### config.mk
export PLATFORM = sky130hd
export DESIGN_NAME = matmul_sequencer_flat
export DESIGN_NICKNAME = d
export VERILOG_FILES = /design/src/rtl/matmul_sequencer_if.sv /design/src/rtl/matmul_sequencer.sv /design/src/flat_wrapper.sv
export SDC_FILE = /design/constraint.sdc
export NUM_CORES = 1
export LEC_CHECK = 0
export CORE_ASPECT_RATIO = 1.25
export CORE_MARGIN = 3
export CORE_UTILIZATION = 32
export DETAILED_ROUTE_END_ITERATION = 10
export PLACE_DENSITY = 0.46
export SETUP_SLACK_MARGIN = 0.15
export SYNTH_ARGS = -nofsm -noshare
export SYNTH_HDL_FRONTEND = slang
export SYNTH_SLANG_ARGS = --single-unit
### constraint.sdc
create_clock -name clk -period 6.9 [get_ports clk]
set_input_delay 1.38 -clock clk [delete_from_list [all_inputs] [get_ports clk]]
set_output_delay 1.38 -clock clk [all_outputs]
set_load 0.01 [all_outputs]
### src/rtl/matmul_sequencer_if.sv
// -----------------------------------------------------------------------------
// matmul_sequencer_if
// Bundles the start/done handshake and the operand/MAC/result strobes of the
// 5x5 matrix-multiply sequencer.
//   master : the controlling side (drives start/abort/trans_b, observes the rest)
//   slave  : the sequencer itself
// Signals:
//   start, abort, trans_b         control into the sequencer
//   busy, done                    run status
//   rd_en, a_addr, b_addr         operand memory reads
//   mac_en, mac_clr               MAC enables
//   c_we, c_addr                  result memory write
// -----------------------------------------------------------------------------
interface matmul_sequencer_if #(
   parameter int AW = 5
);
   logic          start;
   logic          abort;
   logic          trans_b;
   logic          busy;
   logic          done;
   logic          rd_en;
   logic [AW-1:0] a_addr;
   logic [AW-1:0] b_addr;
   logic          mac_clr;
   logic          mac_en;
   logic          c_we;
   logic [AW-1:0] c_addr;

   modport master (
      output start, abort, trans_b,
      input  busy, done, rd_en, a_addr, b_addr, mac_clr, mac_en, c_we, c_addr
   );

   modport slave (
      input  start, abort, trans_b,
      output busy, done, rd_en, a_addr, b_addr, mac_clr, mac_en, c_we, c_addr
   );
endinterface

### src/rtl/matmul_sequencer.sv
// -----------------------------------------------------------------------------
// matmul_sequencer
// Control sequencer for an N x N matrix multiply C = A x B on a single shared
// MAC. Elements of C are produced in row-major order; for each element the
// inner index k sweeps 0..N-1 issuing one operand read per cycle.
//
// Ports:
//   clk  - clock, all state updates on the rising edge
//   rst  - synchronous active-high reset
//   bus  - matmul_sequencer_if.slave (start/abort/trans_b in; busy, done,
//          rd_en, a_addr, b_addr, mac_en, mac_clr, c_we, c_addr out)
//
// Configuration macro:
//   MATSEQ_TRANSPOSE_EN - when defined, trans_b (latched at start) selects a
//                         transposed B read address j*N+k. When undefined,
//                         trans_b is ignored and no latch is built.
//
// All outputs are registered. Pipeline: operand read (rd_en) -> MAC one cycle
// later (mac_en/mac_clr) -> C write two cycles after the last read of an element.
// -----------------------------------------------------------------------------
module matmul_sequencer #(
   parameter int N  = 5,
   parameter int AW = 5
) (
   input  logic              clk,
   input  logic              rst,
   matmul_sequencer_if.slave bus
);

   localparam int            CW       = (N > 1) ? $clog2(N) : 1;
   localparam logic [CW-1:0] LAST_IDX = CW'(N - 1);
   localparam logic [CW-1:0] ZERO_IDX = {CW{1'b0}};
   localparam logic [AW-1:0] N_AW     = AW'(N);
   localparam logic [AW-1:0] ZERO_AW  = {AW{1'b0}};

   typedef enum logic [1:0] {
      IDLE  = 2'd0,
      RUN   = 2'd1,
      DRAIN = 2'd2,
      DONE  = 2'd3
   } state_t;

   state_t        state_r, next_state_s;
   logic [CW-1:0] i_r, j_r, k_r;
   logic [CW-1:0] i_s, j_s, k_s;
   logic          drain_r, drain_s;
   logic          busy_r, busy_s;
   logic          done_r, done_s;
   logic          rd_en_r, rd_en_s;
   logic [AW-1:0] a_addr_r, a_addr_s;
   logic [AW-1:0] b_addr_r, b_addr_s;
   logic          mac_en_r, mac_en_s;
   logic          mac_clr_r, mac_clr_s;
   logic          we1_r, we1_s;
   logic [AW-1:0] caddr1_r, caddr1_s;
   logic          c_we_r, c_we_s;
   logic [AW-1:0] c_addr_r, c_addr_s;
   logic          last_s;
   logic          squash_s;
   logic          trans_sel_s;

`ifdef MATSEQ_TRANSPOSE_EN
   logic          trans_r, trans_nxt_s;
`endif

   // Row-major linear address row*N+col, evaluated at AW width.
   function automatic logic [AW-1:0] lin_addr(input logic [CW-1:0] row,
                                              input logic [CW-1:0] col);
      return AW'(row) * N_AW + AW'(col);
   endfunction

   assign last_s   = (i_r == LAST_IDX) && (j_r == LAST_IDX) && (k_r == LAST_IDX);
   // abort only cancels an active run; in IDLE/DONE it is a no-op
   assign squash_s = bus.abort && ((state_r == RUN) || (state_r == DRAIN));

`ifdef MATSEQ_TRANSPOSE_EN
   // The value used for the read being prepared: fresh trans_b on the start
   // transition, the latched copy afterwards.
   assign trans_sel_s = trans_nxt_s;
`else
   assign trans_sel_s = 1'b0;
`endif

   // Next-state, index counters and the strobes that follow the FSM.
   always_comb begin
      next_state_s = state_r;
      i_s          = i_r;
      j_s          = j_r;
      k_s          = k_r;
      drain_s      = drain_r;
      rd_en_s      = 1'b0;
      busy_s       = 1'b0;
      done_s       = 1'b0;
`ifdef MATSEQ_TRANSPOSE_EN
      trans_nxt_s  = trans_r;
`endif
      case (state_r)
         IDLE: begin
            if (bus.start && !bus.abort) begin
               next_state_s = RUN;
               i_s          = ZERO_IDX;
               j_s          = ZERO_IDX;
               k_s          = ZERO_IDX;
               rd_en_s      = 1'b1;
               busy_s       = 1'b1;
`ifdef MATSEQ_TRANSPOSE_EN
               trans_nxt_s  = bus.trans_b;
`endif
            end else begin
               next_state_s = IDLE;
            end
         end
         RUN: begin
            if (bus.abort) begin
               next_state_s = IDLE;
            end else if (last_s) begin
               // counters stay at N-1 so the addresses hold through DRAIN
               next_state_s = DRAIN;
               drain_s      = 1'b0;
               busy_s       = 1'b1;
            end else begin
               rd_en_s = 1'b1;
               busy_s  = 1'b1;
               if (k_r == LAST_IDX) begin
                  k_s = ZERO_IDX;
                  if (j_r == LAST_IDX) begin
                     j_s = ZERO_IDX;
                     i_s = i_r + CW'(1);
                  end else begin
                     j_s = j_r + CW'(1);
                  end
               end else begin
                  k_s = k_r + CW'(1);
               end
            end
         end
         DRAIN: begin
            if (bus.abort) begin
               next_state_s = IDLE;
            end else if (drain_r) begin
               next_state_s = DONE;
               done_s       = 1'b1;
            end else begin
               drain_s = 1'b1;
               busy_s  = 1'b1;
            end
         end
         DONE: begin
            next_state_s = IDLE;
         end
         default: begin
            next_state_s = IDLE;
         end
      endcase
   end

   // Operand addresses for the next cycle; held whenever no read is issued.
   always_comb begin
      if (rd_en_s) begin
         a_addr_s = lin_addr(i_s, k_s);
         if (trans_sel_s) begin
            b_addr_s = lin_addr(j_s, k_s);
         end else begin
            b_addr_s = lin_addr(k_s, j_s);
         end
      end else begin
         a_addr_s = a_addr_r;
         b_addr_s = b_addr_r;
      end
   end

   // MAC and C-write pipeline; squash kills everything in flight.
   always_comb begin
      mac_en_s  = rd_en_r && !squash_s;
      mac_clr_s = rd_en_r && (k_r == ZERO_IDX) && !squash_s;
      we1_s     = rd_en_r && (k_r == LAST_IDX) && !squash_s;
      c_we_s    = we1_r && !squash_s;
      if (rd_en_r && (k_r == LAST_IDX)) begin
         caddr1_s = lin_addr(i_r, j_r);
      end else begin
         caddr1_s = caddr1_r;
      end
      if (we1_r && !squash_s) begin
         c_addr_s = caddr1_r;
      end else begin
         c_addr_s = c_addr_r;
      end
   end

   // FSM state and loop counters.
   always_ff @(posedge clk) begin
      if (rst) begin
         state_r <= IDLE;
         i_r     <= ZERO_IDX;
         j_r     <= ZERO_IDX;
         k_r     <= ZERO_IDX;
         drain_r <= 1'b0;
`ifdef MATSEQ_TRANSPOSE_EN
         trans_r <= 1'b0;
`endif
      end else begin
         state_r <= next_state_s;
         i_r     <= i_s;
         j_r     <= j_s;
         k_r     <= k_s;
         drain_r <= drain_s;
`ifdef MATSEQ_TRANSPOSE_EN
         trans_r <= trans_nxt_s;
`endif
      end
   end

   // Registered outputs and pipeline stages.
   always_ff @(posedge clk) begin
      if (rst) begin
         busy_r    <= 1'b0;
         done_r    <= 1'b0;
         rd_en_r   <= 1'b0;
         a_addr_r  <= ZERO_AW;
         b_addr_r  <= ZERO_AW;
         mac_en_r  <= 1'b0;
         mac_clr_r <= 1'b0;
         we1_r     <= 1'b0;
         caddr1_r  <= ZERO_AW;
         c_we_r    <= 1'b0;
         c_addr_r  <= ZERO_AW;
      end else begin
         busy_r    <= busy_s;
         done_r    <= done_s;
         rd_en_r   <= rd_en_s;
         a_addr_r  <= a_addr_s;
         b_addr_r  <= b_addr_s;
         mac_en_r  <= mac_en_s;
         mac_clr_r <= mac_clr_s;
         we1_r     <= we1_s;
         caddr1_r  <= caddr1_s;
         c_we_r    <= c_we_s;
         c_addr_r  <= c_addr_s;
      end
   end

   assign bus.busy    = busy_r;
   assign bus.done    = done_r;
   assign bus.rd_en   = rd_en_r;
   assign bus.a_addr  = a_addr_r;
   assign bus.b_addr  = b_addr_r;
   assign bus.mac_en  = mac_en_r;
   assign bus.mac_clr = mac_clr_r;
   assign bus.c_we    = c_we_r;
   assign bus.c_addr  = c_addr_r;

endmodule

### src/flat_wrapper.sv
// flat-port wrapper written by rule: the top's interface ports become plain ports
module matmul_sequencer_flat 
#(
   parameter int N  = 5,
   parameter int AW = 5
)
  (clk, rst, bus_start, bus_abort, bus_trans_b, bus_busy, bus_done, bus_rd_en, bus_a_addr, bus_b_addr, bus_mac_clr, bus_mac_en, bus_c_we, bus_c_addr);
  matmul_sequencer_if #(.AW(AW)) bus_i ();
  input  logic clk;
  input  logic rst;
  input wire logic [$bits(bus_i.start)-1:0] bus_start;
  input wire logic [$bits(bus_i.abort)-1:0] bus_abort;
  input wire logic [$bits(bus_i.trans_b)-1:0] bus_trans_b;
  output wire logic [$bits(bus_i.busy)-1:0] bus_busy;
  output wire logic [$bits(bus_i.done)-1:0] bus_done;
  output wire logic [$bits(bus_i.rd_en)-1:0] bus_rd_en;
  output wire logic [$bits(bus_i.a_addr)-1:0] bus_a_addr;
  output wire logic [$bits(bus_i.b_addr)-1:0] bus_b_addr;
  output wire logic [$bits(bus_i.mac_clr)-1:0] bus_mac_clr;
  output wire logic [$bits(bus_i.mac_en)-1:0] bus_mac_en;
  output wire logic [$bits(bus_i.c_we)-1:0] bus_c_we;
  output wire logic [$bits(bus_i.c_addr)-1:0] bus_c_addr;
  assign bus_i.start = bus_start;
  assign bus_i.abort = bus_abort;
  assign bus_i.trans_b = bus_trans_b;
  assign bus_busy = bus_i.busy;
  assign bus_done = bus_i.done;
  assign bus_rd_en = bus_i.rd_en;
  assign bus_a_addr = bus_i.a_addr;
  assign bus_b_addr = bus_i.b_addr;
  assign bus_mac_clr = bus_i.mac_clr;
  assign bus_mac_en = bus_i.mac_en;
  assign bus_c_we = bus_i.c_we;
  assign bus_c_addr = bus_i.c_addr;
  matmul_sequencer #(.N(N), .AW(AW)) u_core (.clk(clk), .rst(rst), .bus(bus_i));
endmodule
==> out/metrics.yaml <==
detailed_routing:
  routedWlPerCell_um: 14.2
  final_antenna_net_count: 0
  first_iter_violations: 99
  routed_wl_um: 5200
  vias: 1800
  drc: 0
  vias_per_cell: 4.93
  first_pass_iters: 4
power_and_ir_drop:
  p_leak_nw: 1.10
  p_per_area_nw_per_um2: 158
  peakVddDrop_mv: 0.0582
timing:
  max_freq_mhz: 215
  final-setup-viol-count: 0
  post-route-period-util: 0.674
  tightest_slew_ps: 975
  finalClockSkew_ps: 7.72
  rsz0062_at_grt: "false"
  slew_headroom: 0.350
  fin_crit_ps: 4650
  final_hold_viol_count: 0
  drv_slew: 0
  fin_tns_setup_ps: 0
yosys:
  ys_seq_area_frac: 0.339
  ys.flop_type: "dfxtp_1"
  synth_area_leaders: "dfxtp_1 34%, ha_1 18%, nand2_1 4.4%"
  avgSynthCellArea_um2: 9.09
  yosysUniqueCellTypes: 47
  synth.largest_area_cell: "dfxtp_1"
  synth_edf_count: 0
  synth_warnings: 0
  netlist_area_um2: 2300
  synth_seq_cells: 39
  yosys.area.top_type_share: 0.339
  syn-num-nets: 295
  synth_async_sr_flop_share: 0
  postSynthCellCount: 253
critical_path:
  start_kind: "primary input"
  worstPathMaxFanout: 21
  critPathKind: "primary input to flip-flop"
  crit_path_end_kind: "flip-flop"
  cp.arrival_ps: 4870
  required_ps: 7120
global_route:
  grt_pass1_vias: 1836
  grt_max_degree: 29
  antenna_found_initial: 0
  grt-ovfl-total: 0
  grt_use_total: 0.143
  grt_pass1_wl_um: 8990
clock_tree:
  numCtsBuffers: 5
  clockBufferDepth: 2
  hold_buffers: 0
  post_cts_buffers: 0
  cts_tree: "done"
  clock-sinks: 39
  clockRootBuffer: "clkbuf_8"
  clk_pin_slew_ps: 80
  clk_latency_ps: 300
  h-tree-depth: 2
  cts_resized: 0
status:
  outcome: "completed"
die:
  die_width_um: 81.8
  die_area_um2: 8250
  io_pins: 26
  die_h_um: 101
  rows: 33
  core_area_um2: 6770
  start_util: 0.340
layout:
  n_antenna_cell: 0
  area_growth_pct: 17.2
  final_nets: 319
  nFillCells: 731
  drive_above_1_share: 0.0863
  fin_util: 0.398
flow_run:
  drv_cap: 0
placement:
  place_congestion: 0.784
  numPortBuffers: 24
  hpwl_um: 3940
hold_path:
  hp-class: "flip-flop to flip-flop"
report_power, final:
group | internal [W] | leakage [nW] | switching [W] | total (W)
Sequential | 0.000229 | 0.315 | 0.00000214 | 0.000231
Combinational | 0.0000151 | 0.741 | 0.0000240 | 0.0000391
Clock | 0.0000707 | 0.0412 | 0.0000843 | 0.000155
Total | 0.000315 | 1.10 | 0.000110 | 0.000425
worst max-delay path: stages:
cell,delay (ps)
clkdlybuf4s50_1,770
o21ai_1,460
o21ai_0,200
a22o_1,300
ha_1,300
ha_1,310
ha_1,300
a21o_1,160
a21oi_1,170
xnor2_1,110
and3_2,220
nor4_2,180
state kept, by name (all words and copies together), names as in the netlist:
name and count:
u_core.bus.b_addr 5, u_core.we1_r 1, u_core.bus.mac_en 1, u_core.i_r 3
u_core.state_r 2, u_core.bus.a_addr 5, u_core.bus.done 1, u_core.caddr1_r 5
u_core.bus.rd_en 1, u_core.bus.mac_clr 1, u_core.j_r 3, u_core.bus.c_addr 5
u_core.bus.busy 1, u_core.k_r 3, u_core.drain_r 1, u_core.bus.c_we 1
stage by stage:
step | area (um^2) | hold WS (ps) | setup WS [ps] | power, W | cells
floorplan | 2300 | 443 | 3000 | 0.000261 | 253
global placement | 2610 | 443 | 1990 | 0.000276 | 357
detailed placement | 2610 | 448 | 1990 | 0.000276 | 357
CTS | 2700 | 459 | 2300 | 0.000435 | 365
global route | 2700 | 473 | 1990 | 0.000449 | 365
finish | 2700 | 455 | 2250 | 0.000425 | 365
synthesized netlist by cell type (2+ instances only):
| cell | number |
|---|---|
| dfxtp_1 | 39 |
| ha_1 | 34 |
| nand2_1 | 27 |
| a21oi_1 | 20 |
| nor2_1 | 20 |
| inv_1 | 18 |
| and2_1 | 8 |
| o21ai_0 | 8 |
| xnor2_1 | 8 |
| a211oi_1 | 7 |
| nand3_1 | 6 |
| a21o_1 | 4 |
| a22o_1 | 4 |
| nand2b_1 | 4 |
| a31oi_1 | 3 |
| clkbuf_1 | 3 |
| fa_1 | 3 |
| mux2i_1 | 3 |
| and3_2 | 2 |
| buf_4 | 2 |
| nor3b_1 | 2 |
| o21a_1 | 2 |
| o21ai_1 | 2 |
layout by cell type (no fill, tap or decap), drive strengths merged, types with 3 or more instances in the layout:
master         count
a211oi             7
a21o               4
a21oi             20
a22o               4
a31oi              3
and2               9
clkbuf             6
clkdlybuf4s50     24
dfxtp             39
fa                 3
ha                34
inv               19
mux2i              3
nand2             27
nand2b             4
nand3              7
nor2              21
o21ai             10
xnor2              8
path summary, 6_finish.rpt:
| check | startpoint | end | slack [ps] | cells past startpoint |
|---|---|---|---|---|
| max | bus_abort | u_core.bus.a_addr[4]$_SDFFE_PP0P_ | 2250 | 12 |
| min | u_core.bus.c_addr[3]$_SDFFE_PP0P_ | u_core.bus.c_addr[3]$_SDFFE_PP0P_ | 450 | 2 |
| min reg2reg | u_core.bus.c_addr[3]$_SDFFE_PP0P_ | u_core.bus.c_addr[3]$_SDFFE_PP0P_ | 450 | 2 |
| max reg2reg | u_core.state_r[0]$_SDFFE_PP0P_ | u_core.bus.a_addr[4]$_SDFFE_PP0P_ | 3320 | 14 |
layout make-up:
type                       instances  area [um^2]  share of cell area
sequential                        39          781               0.290
timing repair buffer              25          248              0.0919
clock inverter                     2         12.5             0.00464
inverter                          19         71.3              0.0265
tap                               87          109              0.0404
clock buffer                       6         72.6              0.0269
multi-input combinational        187         1400               0.520
per-layer routing:
layer / part of all wire / track usage / vias up
met1: 0.45 / 0.173 / 830
met4: 0.0098 / 0.0396 / 0
met3: 0.038 / 0.0385 / 4
li1: - / - / 929
met2: 0.50 / 0.246 / 37
met5: 0 / 0 / -
logic make-up (layout without fill, tap and decap cells):
| family | after synthesis | count (layout) | share of synthesized area |
|---|---|---|---|
| compound gates | 57 | 57 | 0.166 |
| buf+inv | 27 | 52 | 0.0511 |
| simple gates | 81 | 81 | 0.183 |
| mux | 4 | 4 | 0.0180 |
| xor+xnor | 8 | 8 | 0.0305 |
| fa+ha+maj | 37 | 37 | 0.211 |
| flops | 39 | 39 | 0.339 |
Power figures use the tool's default switching activity.
